**src/rtl/can_rx_loader.sv**
```systemverilog
// ---------------------------------------------------------------------------
// can_rx_loader
//
// Upstream write stage of the CAN receive FIFO controller. Bytes of the frame
// being received are written one at a time into the current FIFO input slot
// through the port-b interface. A frame that ends cleanly and passes the
// acceptance and length checks is committed with a one-cycle b_next pulse.
// Any other frame is abandoned, and its slot is reused by the next frame.
//
// Optional feature (compile-time macro CAN_RX_DLC_CHECK_EN):
//   Byte 1 is captured as {id[2:0], rtr, dlc[3:0]}. The frame must then
//   contain exactly 2 bytes if rtr=1, otherwise 2+min(dlc,8) bytes.
//
// Parameters:
//   P_BUF_BYTES   byte capacity of one FIFO slot (3..16)
//   P_MIN_BYTES   minimum byte count for a committable frame
//
// Ports:
//   clk, nreset      clock, asynchronous active-low reset
//   rx_sof           start-of-frame pulse; rx_dsc is valid with it
//   rx_byte_valid    one-cycle strobe qualifying rx_byte
//   rx_byte          received byte, in frame order
//   rx_dsc           frame descriptor bits
//   rx_eof_ok        frame ended without error; acc_match is valid with it
//   rx_error         frame aborted
//   acc_match        acceptance filter result
//   b_addr/b_din     slot byte address / write data
//   b_wrn            write strobe, active low
//   b_next           commit pulse, advances the FIFO input slot
//   dsc_in           descriptor bits, held for the whole frame
//   rx_busy          a frame is in progress
//   frame_stored     pulse, coincident with b_next
//   frame_dropped    pulse, frame discarded
// ---------------------------------------------------------------------------
module can_rx_loader #(
    parameter int P_BUF_BYTES = 10,
    parameter int P_MIN_BYTES = 2
) (
    input  logic       clk,
    input  logic       nreset,
    input  logic       rx_sof,
    input  logic       rx_byte_valid,
    input  logic [7:0] rx_byte,
    input  logic [1:0] rx_dsc,
    input  logic       rx_eof_ok,
    input  logic       rx_error,
    input  logic       acc_match,
    output logic [3:0] b_addr,
    output logic [7:0] b_din,
    output logic       b_wrn,
    output logic       b_next,
    output logic [1:0] dsc_in,
    output logic       rx_busy,
    output logic       frame_stored,
    output logic       frame_dropped
);

    localparam logic [4:0] BUF_BYTES = 5'(P_BUF_BYTES);
    localparam logic [4:0] MIN_BYTES = 5'(P_MIN_BYTES);

    typedef enum logic [1:0] {IDLE, LOAD, CHECK, COMMIT} state_t;

    state_t     state;
    logic [4:0] byte_cnt;   // saturates at BUF_BYTES
    logic       len_err;    // a byte arrived with the slot already full
    logic       acc_lat;    // acceptance result latched on rx_eof_ok
    // A start-of-frame seen during CHECK/COMMIT is parked here, so the
    // current descriptor stays on dsc_in until the commit or drop is done.
    logic       sof_pend;
    logic [1:0] dsc_pend;
    logic       dlc_ok;
    logic       pass;

`ifdef CAN_RX_DLC_CHECK_EN
    logic       rtr_q;
    logic [3:0] dlc_q;
    logic [4:0] exp_cnt;

    // NOTE: every signal driven in always_comb gets a default first, so no
    // path leaves it unassigned and no latch is inferred.
    always_comb begin
        exp_cnt = 5'd2;
        if (!rtr_q)
            exp_cnt = 5'd2 + ((dlc_q > 4'd8) ? 5'd8 : {1'b0, dlc_q});
    end

    assign dlc_ok = (byte_cnt == exp_cnt);
`else
    assign dlc_ok = 1'b1;
`endif

    assign pass = acc_lat && !len_err && (byte_cnt >= MIN_BYTES) && dlc_ok;

    // NOTE: sequential state uses non-blocking assignments only. When a
    // register is assigned twice in one pass, the later assignment wins,
    // and the LOAD branch relies on this to give rx_sof priority.
    always_ff @(posedge clk or negedge nreset) begin
        if (!nreset) begin
            state         <= IDLE;
            byte_cnt      <= '0;
            len_err       <= 1'b0;
            acc_lat       <= 1'b0;
            sof_pend      <= 1'b0;
            dsc_pend      <= '0;
            b_addr        <= '0;
            b_din         <= '0;
            b_wrn         <= 1'b1;
            b_next        <= 1'b0;
            dsc_in        <= '0;
            rx_busy       <= 1'b0;
            frame_stored  <= 1'b0;
            frame_dropped <= 1'b0;
`ifdef CAN_RX_DLC_CHECK_EN
            rtr_q         <= 1'b0;
            dlc_q         <= '0;
`endif
        end else begin
            // Strobes and pulses are low unless a branch below raises them.
            b_wrn         <= 1'b1;
            b_next        <= 1'b0;
            frame_stored  <= 1'b0;
            frame_dropped <= 1'b0;

            case (state)
                IDLE: begin
                    if (rx_sof) begin
                        state    <= LOAD;
                        rx_busy  <= 1'b1;
                        byte_cnt <= '0;
                        len_err  <= 1'b0;
                        dsc_in   <= rx_dsc;
                    end
                end

                LOAD: begin
                    // Apply a descriptor parked by a drop from CHECK.
                    if (sof_pend) begin
                        dsc_in   <= dsc_pend;
                        sof_pend <= 1'b0;
                    end
                    if (rx_sof) begin
                        // Restart: the slot is rewritten from address 0.
                        byte_cnt      <= '0;
                        len_err       <= 1'b0;
                        dsc_in        <= rx_dsc;
                        frame_dropped <= 1'b1;
                    end else if (rx_error) begin
                        state         <= IDLE;
                        rx_busy       <= 1'b0;
                        frame_dropped <= 1'b1;
                    end else begin
                        if (rx_byte_valid) begin
                            if (byte_cnt < BUF_BYTES) begin
                                b_addr   <= byte_cnt[3:0];
                                b_din    <= rx_byte;
                                b_wrn    <= 1'b0;
                                byte_cnt <= byte_cnt + 5'd1;
`ifdef CAN_RX_DLC_CHECK_EN
                                if (byte_cnt == 5'd1) begin
                                    rtr_q <= rx_byte[4];
                                    dlc_q <= rx_byte[3:0];
                                end
`endif
                            end else begin
                                len_err <= 1'b1;
                            end
                        end
                        // A byte arriving together with rx_eof_ok is counted
                        // above, before CHECK looks at byte_cnt.
                        if (rx_eof_ok) begin
                            state   <= CHECK;
                            acc_lat <= acc_match;
                        end
                    end
                end

                CHECK: begin
                    if (rx_sof) begin
                        sof_pend <= 1'b1;
                        dsc_pend <= rx_dsc;
                    end
                    if (pass) begin
                        state        <= COMMIT;
                        b_next       <= 1'b1;
                        frame_stored <= 1'b1;
                    end else begin
                        frame_dropped <= 1'b1;
                        if (rx_sof || sof_pend) begin
                            state    <= LOAD;
                            byte_cnt <= '0;
                            len_err  <= 1'b0;
                        end else begin
                            state   <= IDLE;
                            rx_busy <= 1'b0;
                        end
                    end
                end

                COMMIT: begin
                    if (rx_sof || sof_pend) begin
                        state    <= LOAD;
                        byte_cnt <= '0;
                        len_err  <= 1'b0;
                        dsc_in   <= rx_sof ? rx_dsc : dsc_pend;
                        sof_pend <= 1'b0;
                    end else begin
                        state   <= IDLE;
                        rx_busy <= 1'b0;
                    end
                end

                default: begin
                    state   <= IDLE;
                    rx_busy <= 1'b0;
                end
            endcase
        end
    end

endmodule
```
**config.mk**
```make
export PLATFORM = sky130hd
export DESIGN_NAME = can_rx_loader
export DESIGN_NICKNAME = d
export VERILOG_FILES = /design/src/rtl/can_rx_loader.sv
export SDC_FILE = /design/constraint.sdc
export NUM_CORES = 1
export LEC_CHECK = 0
export ABC_AREA = 0
export CAP_MARGIN = 5
export CORE_ASPECT_RATIO = 0.5
export CORE_MARGIN = 1
export CORE_UTILIZATION = 31
export DETAILED_ROUTE_END_ITERATION = 10
export HOLD_SLACK_MARGIN = 0.1
export MAX_ROUTING_LAYER = met4
export PLACE_DENSITY = 0.52
export SYNTH_ARGS = -nofsm -noshare
export SYNTH_HDL_FRONTEND = slang
export SYNTH_SLANG_ARGS = --single-unit
```
**constraint.sdc**
```tcl
create_clock -name clk -period 2.1 [get_ports clk]
set_clock_uncertainty 0.2 [all_clocks]
set_input_delay 0.42 -clock clk [delete_from_list [all_inputs] [get_ports clk]]
set_output_delay 0.42 -clock clk [all_outputs]
set_load 0.05 [all_outputs]
```
==> results by group <==
GRT
  – Number of global-route vias before repair: 1130
  – First-pass GRT wire length: 5510 um
  – Pin count of the biggest net entering global routing: 31
  – GRT Util Overall: 0.150
  – Antenna violations before repair: 0
  – Overflow after GRT: 0

Place
  – Setup Slack @ Placement: -0.0607 ns
  – I/O Buffers: 35
  – Routability cong.: 0.838
  – Placed cells: 229
  – DP Wirelength: 2260 um

CTS
  – Clk pin slew, worst setup/hold paths: 0.07 ns
  – Total CTS buffers: 5
  – CTS HTree Levels: 2
  – Num Clock Sinks: 30
  – Clk root buf: clkbuf_8
  – CTS tree: done
  – CTS max path bufs: 2
  – Worst-Skew Late Latency: 0.28 ns

Logic synthesis
  – Register area share after synthesis: 0.515
  – Top-count cell post-synth: dfrtp_1
  – Cell taking the most area after synthesis: dfrtp_1
  – Syn Inst Count: 125
  – Synth Area in Simple Gates: 0.110
  – Syn Area/Cell: 11.7 um2
  – Syn. warnings: 0
  – Mux cell area share after synthesis: 0.139
  – Mapped Nets: 149
  – Largest cells by area after synthesis: dfrtp_1 50%, mux2_2 14%, ha_1 6.0%
  – Ys flop type: dfrtp_1
  – Synth cell count leaders: 29 x dfrtp_1, 18 x mux2_2, 11 x nor2_1
  – Largest family of logic cells by synthesized area: compound AO/OA/AOI/OAI gates
  – XOR/XNOR share of the synthesized area: 0
  – Post-synth EDFFs: 0
  – Post-synth top area share: 0.497
  – Synth Register Bits: 30
  – Adder-Cell Fraction of Synth Area: 0.0599
  – Async SR Flop Fraction: 1.00
  – Compound-Gate Fraction of Synth Area: 0.141
  – Distinct cell type count after synthesis: 31
  – Mapped cell area: 1460 um2

Die
  – Core Area: 4470 um2
  – Die W: 99.1 um
  – I/O Pins: 36
  – Die H: 50.6 um
  – Die Area: 5010 um2
  – Rows: 17
  – Starting density of the core: 0.327

Routing
  – Avg WL per Cell: 13.1 um
  – Via/cell ratio: 4.69
  – Detailed Route WL: 3130 um
  – Antenna Nets Post-Route: 0
  – DRC: 0
  – Initial drt markers: 58
  – Via count: 1116
  – Router iterations before antenna repair: 4

Final layout
  – Layout Cells excl Fill: 238
  – NumNets Final: 204
  – Inserted Diodes: 0
  – Share of post-route cells with drive strength above 1: 0.343
  – Area grow syn2layout: 43.0%

Timing
  – Final worst slack: 0.0609 ns
  – Count of final setup violators: 0
  – Hold slack: 0.287 ns
  – Final hold violation count: 0
  – Max Slew Vio Count: 0
  – RSZ-0062 raised after global routing: false
  – Setup TNS: 0 ns
  – Worst slew margin: 0.663
  – Max Freq: 490 MHz
  – Min Tclk post-route: 2.04 ns
  – Fin crit share: 0.971
  – Worst Max-Slew Pin Slew: 0.504 ns

Power
  – Pwr Total: 0.00274 W
  – P_sw: 0.00108 W
  – Leak: 0.993 nW
  – Sequential power share: 0.308
  – Int Pwr: 0.00166 W
  – Clock power share: 0.220
  – Combinational power share: 0.472
  – Pwr dens: 1310 nW/um2
  – Worst IR Drop VDD: 0.000501 V
  – Sw Ratio: 0.395

Min path
  – Hold Path Class: reg2reg

Critical path
  – Crit end category: output port
  – CP Class: reg2out
  – Req. time, crit path: 1.48 ns
  – Worst EP arrival: 1.42 ns
  – Worst path slowest cell: clkdlybuf4s50_1
  – CP Cell Sequence: clkdlybuf4s50_1
  – Slowest cell delay on critical path: 0.80 ns
  – Top Family by Delay on Critical Path: buffers and inverters
  – Crit path buf inv count: 1
  – Startpoint Class: flop
  – CP max FO: 2

Run
  – MaxCap Viol Count: 0

Status
  – Status: complete, no violations
[flip-flops by register name, indices dropped and copies added (netlist names)]
signal	count
byte_cnt	5
state	2
acc_lat	1
sof_pend	1
dsc_pend	2
frame_stored	1
rx_busy	1
b_din	8
len_err	1
dsc_in	2
b_addr	4
frame_dropped	1
b_wrn	1
[repair_timing]
| action | in CTS | in global routing |
|---|---|---|
| hold buffers | 0 | 0 |
| endpoints found under the setup margin | 0 | 4 |
| setup buffers | 0 | 1 |
| resized for setup | 0 | 4 |
[through the flow]
| step | util | cell area (um2) |
|---|---|---|
| 2_1_floorplan | - | 1460 |
| 3_3_place_gp | 0.439 | 1960 |
| 3_5_place_dp | 0.439 | 1960 |
| 4_1_cts | 0.465 | 2080 |
| 5_1_grt | 0.468 | 2090 |
| 6_report | 0.468 | 2090 |
[cells in the final DEF (no fill, tap or decap), drive strengths merged, types with 5 or more instances in the layout]
| cell | instances |
|---|---|
| nor2 | 11 |
| o21ai | 6 |
| buf | 30 |
| inv | 5 |
| dfrtp | 29 |
| a21oi | 7 |
| ha | 7 |
| o31ai | 7 |
| clkdlybuf4s50 | 22 |
| clkbuf | 7 |
| mux2 | 18 |
[path summary, 6_finish.rpt]
path / start / endpoint / slack [ns] / cells past startpoint
worst max-delay path: frame_stored / b_next / 0.06 / 1
worst min-delay path: b_addr[0] / b_addr[0] / 0.29 / 2
worst max register to register: byte_cnt[1] / len_err / 0.13 / 5
worst min register to register: b_addr[0] / b_addr[0] / 0.29 / 2
max in group asynchronous: nreset / b_wrn / 1.05 / 2
min in group asynchronous: nreset / dsc_pend[1] / 0.33 / 2
[cell families (layout without fill, tap and decap cells)]
group,Yosys count,in the layout
DFF,30,30
and+or+nand+nor,29,29
adders and majority gates,7,7
muxes,18,18
buffers and inverters,10,66
AOI/OAI and AO/OA,31,31
[power groups by stage]
stage	logic, W	registers [W]	clock network (W)
6_report	0.00129	0.000845	0.000604
5_1_grt	0.00139	0.000877	0.000655
4_1_cts	0.00128	0.000850	0.000623
3_5_place_dp	0.00128	0.000860	0
3_3_place_gp	0.00127	0.000855	0
2_1_floorplan	0.000443	0.00127	0
[final cells by class]
| type | instances | area (um2) |
|---|---|---|
| inverter | 5 | 18.8 |
| tap | 57 | 71.3 |
| timing repair buffer | 53 | 470 |
| clock buffer | 7 | 86.3 |
| fill | 435 | 2380 |
| multi-input combinational | 85 | 661 |
| sequential | 30 | 752 |
| clock inverter | 1 | 30.0 |
[routing by layer]
metal,share of wire,up-vias,track usage
met5,0,-,-
met3,0.031,5,0.0487
met4,0.0074,0,0.0490
li1,-,557,-
met2,0.46,14,0.218
met1,0.50,540,0.197
No activity file was read; power rests on OpenSTA's default activity.
